**config.mk**
```make
export PLATFORM = sky130hd
export DESIGN_NAME = serial_subtractor
export DESIGN_NICKNAME = d
export VERILOG_FILES = /design/src/rtl/serial_subtractor.sv
export SDC_FILE = /design/constraint.sdc
export NUM_CORES = 1
export LEC_CHECK = 0
export ABC_AREA = 1
export BUFFER_PORTS_ARGS = -buffer_cell sky130_fd_sc_hd__buf_2
export CORE_ASPECT_RATIO = 1.75
export CORE_MARGIN = 3
export CORE_UTILIZATION = 45
export DETAILED_ROUTE_END_ITERATION = 8
export PLACE_DENSITY = 0.68
export SETUP_SLACK_MARGIN = 0.2
export SLEW_MARGIN = 20
export SYNTH_ARGS = -nofsm -noshare
export SYNTH_HDL_FRONTEND = slang
export SYNTH_SLANG_ARGS = --single-unit
export TNS_END_PERCENT = 30
```
**constraint.sdc**
```tcl
create_clock -name clk -period 2.7 [get_ports clk]
set_input_delay 0.135 -clock clk [delete_from_list [all_inputs] [get_ports clk]]
set_output_delay 0.135 -clock clk [all_outputs]
set_load 0.1 [all_outputs]
```
**src/rtl/serial_subtractor.sv**
```systemverilog
// Bit-serial W-bit subtractor: one full-subtractor cell and a borrow flop, LSB first.
// Operands enter through a valid/ready handshake; the result leaves through another.
module serial_subtractor #(
    parameter int W = 8
) (
    input  logic         clk,
    input  logic         rstn,
    input  logic         in_valid,
    output logic         in_ready,
    input  logic [W-1:0] a,
    input  logic [W-1:0] b,
    input  logic         bin,
    output logic         out_valid,
    input  logic         out_ready,
    output logic [W-1:0] diff,
    output logic         bout
);
    localparam int CW = $clog2(W) + 1;

    localparam logic [1:0] S_IDLE = 2'd0;
    localparam logic [1:0] S_RUN  = 2'd1;
    localparam logic [1:0] S_DONE = 2'd2;

    localparam logic [CW-1:0] LAST_BIT = CW'(W - 1);

    logic [1:0]    r_state;
    logic [W-1:0]  r_aSh;
    logic [W-1:0]  r_bSh;
    logic [W-1:0]  r_diff;
    logic          r_borrow;
    logic          r_bout;
    logic [CW-1:0] r_count;

    logic          w_a0;
    logic          w_b0;
    logic          w_d;
    logic          w_borrowNext;
    logic [W-1:0]  w_diffNext;

    assign w_a0         = r_aSh[0];
    assign w_b0         = r_bSh[0];
    assign w_d          = w_a0 ^ w_b0 ^ r_borrow;
    assign w_borrowNext = (~w_a0 & w_b0) | (~(w_a0 ^ w_b0) & r_borrow);

    // Each difference bit enters at the MSB so the LSB lands at bit 0 after W shifts.
    generate
        if (W == 1) begin : g_narrow
            assign w_diffNext = w_d;
        end else begin : g_wide
            assign w_diffNext = {w_d, r_diff[W-1:1]};
        end
    endgenerate

    always_ff @(posedge clk or negedge rstn) begin
        if (!rstn) begin
            r_state  <= S_IDLE;
            r_aSh    <= '0;
            r_bSh    <= '0;
            r_diff   <= '0;
            r_borrow <= 1'b0;
            r_bout   <= 1'b0;
            r_count  <= '0;
        end else begin
            case (r_state)
                S_IDLE: begin
                    if (in_valid) begin
                        r_aSh    <= a;
                        r_bSh    <= b;
                        r_borrow <= bin;
                        r_count  <= '0;
                        r_state  <= S_RUN;
                    end
                end
                S_RUN: begin
                    r_diff   <= w_diffNext;
                    r_borrow <= w_borrowNext;
                    r_aSh    <= r_aSh >> 1;
                    r_bSh    <= r_bSh >> 1;
                    r_count  <= r_count + 1'b1;
                    if (r_count == LAST_BIT) begin
                        r_bout  <= w_borrowNext;
                        r_state <= S_DONE;
                    end
                end
                S_DONE: begin
                    if (out_ready) begin
                        r_state <= S_IDLE;
                    end
                end
                default: begin
                    r_state <= S_IDLE;
                end
            endcase
        end
    end

    assign in_ready  = (r_state == S_IDLE);
    assign out_valid = (r_state == S_DONE);
    assign diff      = r_diff;
    assign bout      = r_bout;
endmodule

```
Word-level counts from Yosys, hierarchy flattened
Index checks and enable logic that the tools add are counted.

Output and inout port bits: 11. Register bits: 32. Bits of input ports: 21. Logic and storage cells: 38.

Reduce and logical (&&, ||, !) cells: 5. Muxes and demuxes: 12. Equal/unequal tests: 6. Bitwise logic cells: 7. Add/sub/neg operators: 1.

Operators with widths (count): case mux 8 bit (2 select lines) (2); 2-to-1 mux 8 bit (2); case mux 4 bit (2 select lines) (1); 2-to-1 mux 2 bit (3); case mux 2 bit (3 select lines) (1); adder 4 x 1 -> 4 bit (second input constant) (1); equality test 4 x 3 -> 1 bit (second input constant) (1); 2-to-1 mux 4 bit (1); inequality test 2 bit (second input constant) (2); AND reduction 2 bit (2); AND reduction 3 bit (1); bitwise AND 1 bit (2); equality test 2 x 1 -> 1 bit (second input constant) (1); equality test 2 bit (second input constant) (1); logical NOT 2 bit (1); inequality test 2 x 1 -> 1 bit (second input constant) (1); NOT 1 bit (2); case mux 1 bit (2 select lines) (1); nonzero test 2 bit (1); XOR 1 bit (2); 2-to-1 mux 1 bit (1); OR 1 bit (1).

Longest topological paths before layout
Word-level depth: 5. Depth in mapped cells: 7. Mapped depth without buffers: 6.

Least setup slack after synthesis
OpenSTA, ideal clock, no wires.

Path kind: flip-flop to output port. Start point: reg r_state[0]. End point: out out_valid. Stages on the path, launching flop included: 2. Setup slack: 0.897 ns. Arrival: 1.668 ns. Required time: 2.565 ns. Cells stage by stage: dfrtp_1 -> nor2_1.

Word-level cells in the longest chain between the ends: 1.

RTL lines: from (decl) (RTL line 26) `logic [1:0] r_state;`; from (signal assigned) (RTL line 56) `r_state <= S_IDLE;`; from (signal assigned) (RTL line 71) `r_state <= S_RUN;`; from (signal assigned) (RTL line 82) `r_state <= S_DONE;`; equality test 2 bit (RTL line 98) `assign out_valid = (r_state == S_DONE);`; to (decl) (RTL line 13) `output logic out_valid,`.

No other way between the ends.

Worst setup path after layout
Start point: reg r_state[0]. End point: out in_ready.

Word-level cells in the longest chain between the ends: 1.

RTL lines: logical NOT 2 bit (RTL line 97) `assign in_ready = (r_state == S_IDLE);`; to (decl) (RTL line 9) `output logic in_ready,`.

No other way between the ends.

==> summary.txt <==
Status
  – Run status: completed

Power
  – Power share of the clock group: 0.163
  – Sw Pwr: between 1 and 1.5 mW
  – Switching part of the total: 0.5123
  – Comb power frac: 0.488
  – Leakage Power: approximately 0.88 nW
  – Power Total: 2.301 mW
  – Fraction of power consumed by sequential logic: 0.349
  – Cell Pwr Density: 1353 mW/mm^2
  – Max rail drop VDD: about 0.68 mV
  – Design internal power: ~1.1 mW

Clocking
  – CTS tree: yes
  – Clock edge transition at the registers on the reported setup and hold paths: approximately 0.06 ns
  – CTS Buf Count: 5
  – Deepest level of the CTS H-tree: 2
  – Insertion delay of the later-clocked pin in the worst-skew pair: between 0.2 and 0.3 ns
  – Cell at the root of the clock tree: sky130_fd_sc_hd__clkbuf_8
  – Total of cells resized after clock tree synthesis: 0
  – TritonCTS sink count: 32
  – Number of buffers between clock root and the deepest sink: 2

Worst setup path
  – Maximum cell stage delay along the critical path: between 0.4 and 0.5 ns
  – Worst path slowest cell: sky130_fd_sc_hd__buf_2
  – Cells along the critical path: nor2_2 -> buf_4 -> buf_2
  – Worst setup path class: flip-flop to output port
  – Required time worst endpoint: ~2.6 ns
  – Data arrival, critical path: around 1.5 ns
  – Crit path capture type: output port
  – Top fanout value on the critical path: 16
  – Startpoint class of the critical path: flip-flop

Routing
  – DR vias: 1263
  – DRC: 0
  – Met2 Routed Length: 1672 um
  – Met3 layer wire length in the routed design: between 100 and 150 um
  – Via-per-instance ratio: approximately 5.3
  – Number of detailed-route iterations in the first pass: 4
  – Average detailed-routed wire length per instance: about 13 um
  – Sum of routed wire length over all layers: roughly 3100 um
  – Detailed router's first-iteration violation count: 27
  – Number of routed nets with antenna violations: 0
  – Highest metal layer with signal wires: met4
  – Met1 wire length: 1293 um

Logic synthesis
  – Cell taking the most area after synthesis: sky130_fd_sc_hd__dfrtp_1
  – Ys Warns: 0
  – Synth top area cells: sky130_fd_sc_hd__dfrtp_1 56%, sky130_fd_sc_hd__nand3_1 19%, sky130_fd_sc_hd__nand2_1 9.9%
  – Seq/Total Area, Yosys: 0.5560
  – Post-Synthesis Cell Area: roughly 0.0014 sq mm
  – Primary FF master, synth: sky130_fd_sc_hd__dfrtp_1
  – Unique cell type count in the Yosys netlist: 18
  – Top-area cell type share of the netlist area: 0.5560
  – Synthesis-stage register bit count: 32
  – Average cell area after synthesis: between 8 and 9 sq um
  – Synth async-reset ratio: 1.000
  – Number of enable flip-flop cells after synthesis: 0
  – List of most frequent post-synthesis cells: 54 x sky130_fd_sc_hd__nand3_1, 38 x sky130_fd_sc_hd__nand2_1, 32 x sky130_fd_sc_hd__dfrtp_1, 9 x sky130_fd_sc_hd__inv_1
  – Mapped Cells: roughly 170
  – Most common cell in the synthesized netlist: sky130_fd_sc_hd__nand3_1
  – Number of nets produced by synthesis: between 150 and 200

STA
  – Final Hold Fails: 0
  – Number of max-slew violations in the final report: 0
  – Worst setup skew after layout: approximately 0.0017 ns
  – Final setup violation count: 0
  – RSZ-0062 raised after global routing: false
  – Sum of negative setup slack: 0 ns
  – Hold Worst Slack: 0.04656 ns
  – Slew margin rel.: 0.5203
  – Share of the clock period used by the worst path after layout: 0.5904
  – PnR worst setup slack: approximately 1.1 ns
  – Period minus WS final: 1.594 ns
  – Transition time at the pin with the least slew margin: a little over 0.7 ns
  – Fmax achieved: 627.3 MHz

Layout
  – Proportion of layout cells with a drive suffix above 1: 0.2132
  – Total Nets Final: about 220
  – Non-Filler Cell Area, Final: 0.001700 sq mm
  – Count of placed standard cells in the final layout, fillers left out: between 200 and 250
  – Synthesis-to-finish area growth: 18.07%
  – Final Core Density: 0.5681
  – Total inserted antenna cells: 0

Global route
  – Via count of the first global-routing pass: 1242
  – Initial antenna violation count: 0
  – Overall fraction of global-route tracks in use: 0.1822
  – Overflow left after global routing: 0
  – First-pass GRT wire length: roughly 5600 um
  – Pin count of the biggest net entering global routing: 33

Floorplan
  – DIE WIDTH: 48.77 um
  – Number of primary I/O pins: 32
  – Starting utilization of the core area: 0.4812
  – Core outline area: around 0.0030 sq mm
  – Row Count: 26
  – Die area: 0.003942 sq mm
  – Die height: 80.84 um

Placed design
  – Gp weighted congestion: around 0.74
  – Placed instance count: 230
  – Hpwl dp: approximately 2200 um
  – Instance area after placement: roughly 0.0016 sq mm
  – Worst slack after detailed placement: 1.142 ns
  – Port Buffer Count: 31

Worst hold path
  – Type of the tightest min-delay check: input pin to flip-flop

Job
  – Number of max-cap violations: 0
-- power by group through the flow --
stage	Clock, mW	Sequential [mW]	Combinational [mW]
floorplan	0	1.20	0.544
global placement	0	0.800	1.10
detailed placement	0	0.810	1.13
CTS	0.383	0.804	1.14
global route	0.406	0.829	1.23
finish	0.374	0.804	1.12
-- sequential cells by signal, indices dropped and copies added, names as in the netlist --
register,flops
r_bSh,8
r_borrow,1
r_aSh,8
r_state,2
bout,1
r_count,4
diff,8
-- cell families after synthesis --
kind of cell	share of synthesized area
adders and majority gates	0.02259
and+or+nand+nor	0.3058
AOI/OAI and AO/OA	0.04344
buffers and inverters	0.07210
DFF	0.5560
-- path summary, 6_finish.rpt --
check	startpoint	to	slack [ns]	cells past startpoint
max in group asynchronous	rstn	r_aSh[5]	1.80	2
worst min register to register	r_aSh[4]	r_aSh[3]	0.49	2
min in group asynchronous	rstn	r_count[1]	0.45	2
worst max-delay path	r_state[0]	in_ready	1.11	3
worst min-delay path	out_ready	r_state[1]	0.05	2
worst max register to register	r_state[1]	r_state[0]	1.12	7
-- cells in the final DEF (no fill, tap or decap), drive strengths merged --
master,count
clkbuf,8
ha,1
inv,11
buf,33
nor2,5
nand4,1
o31ai,1
nand2,38
o21ai,11
nand3,54
dlygate4sd3,1
fa,1
dfrtp,32
-- timing repair --
action / in CTS / in global routing
hold buffers: 1 / 0
buffers inserted: 0 / 0
endpoints found under the hold margin: 32 / 0
-- worst max-delay path, delay by kind of cell (launching register included) --
kind	cells	cell delay (ns)
and+or+nand+nor	1	0.10
DFF	1	0.41
buffers and inverters	2	0.66
-- layout make-up --
| cell class | instances | area [sq um] |
|---|---|---|
| tap | 42 | 52.55 |
| fill | 292 | 1292 |
| sequential | 32 | 800.8 |
| timing repair buffer | 34 | 180.2 |
| multi-input combinational | 112 | 535.5 |
| clock buffer | 8 | 90.09 |
| inverter | 11 | 41.29 |
-- layer usage --
metal	up-vias	track usage
li1	610	-
met1	616	0.2074
met2	31	0.3256
met3	6	0.04220
met4	0	0.07692
met5	-	0
No activity file was read; power rests on OpenSTA's default activity.
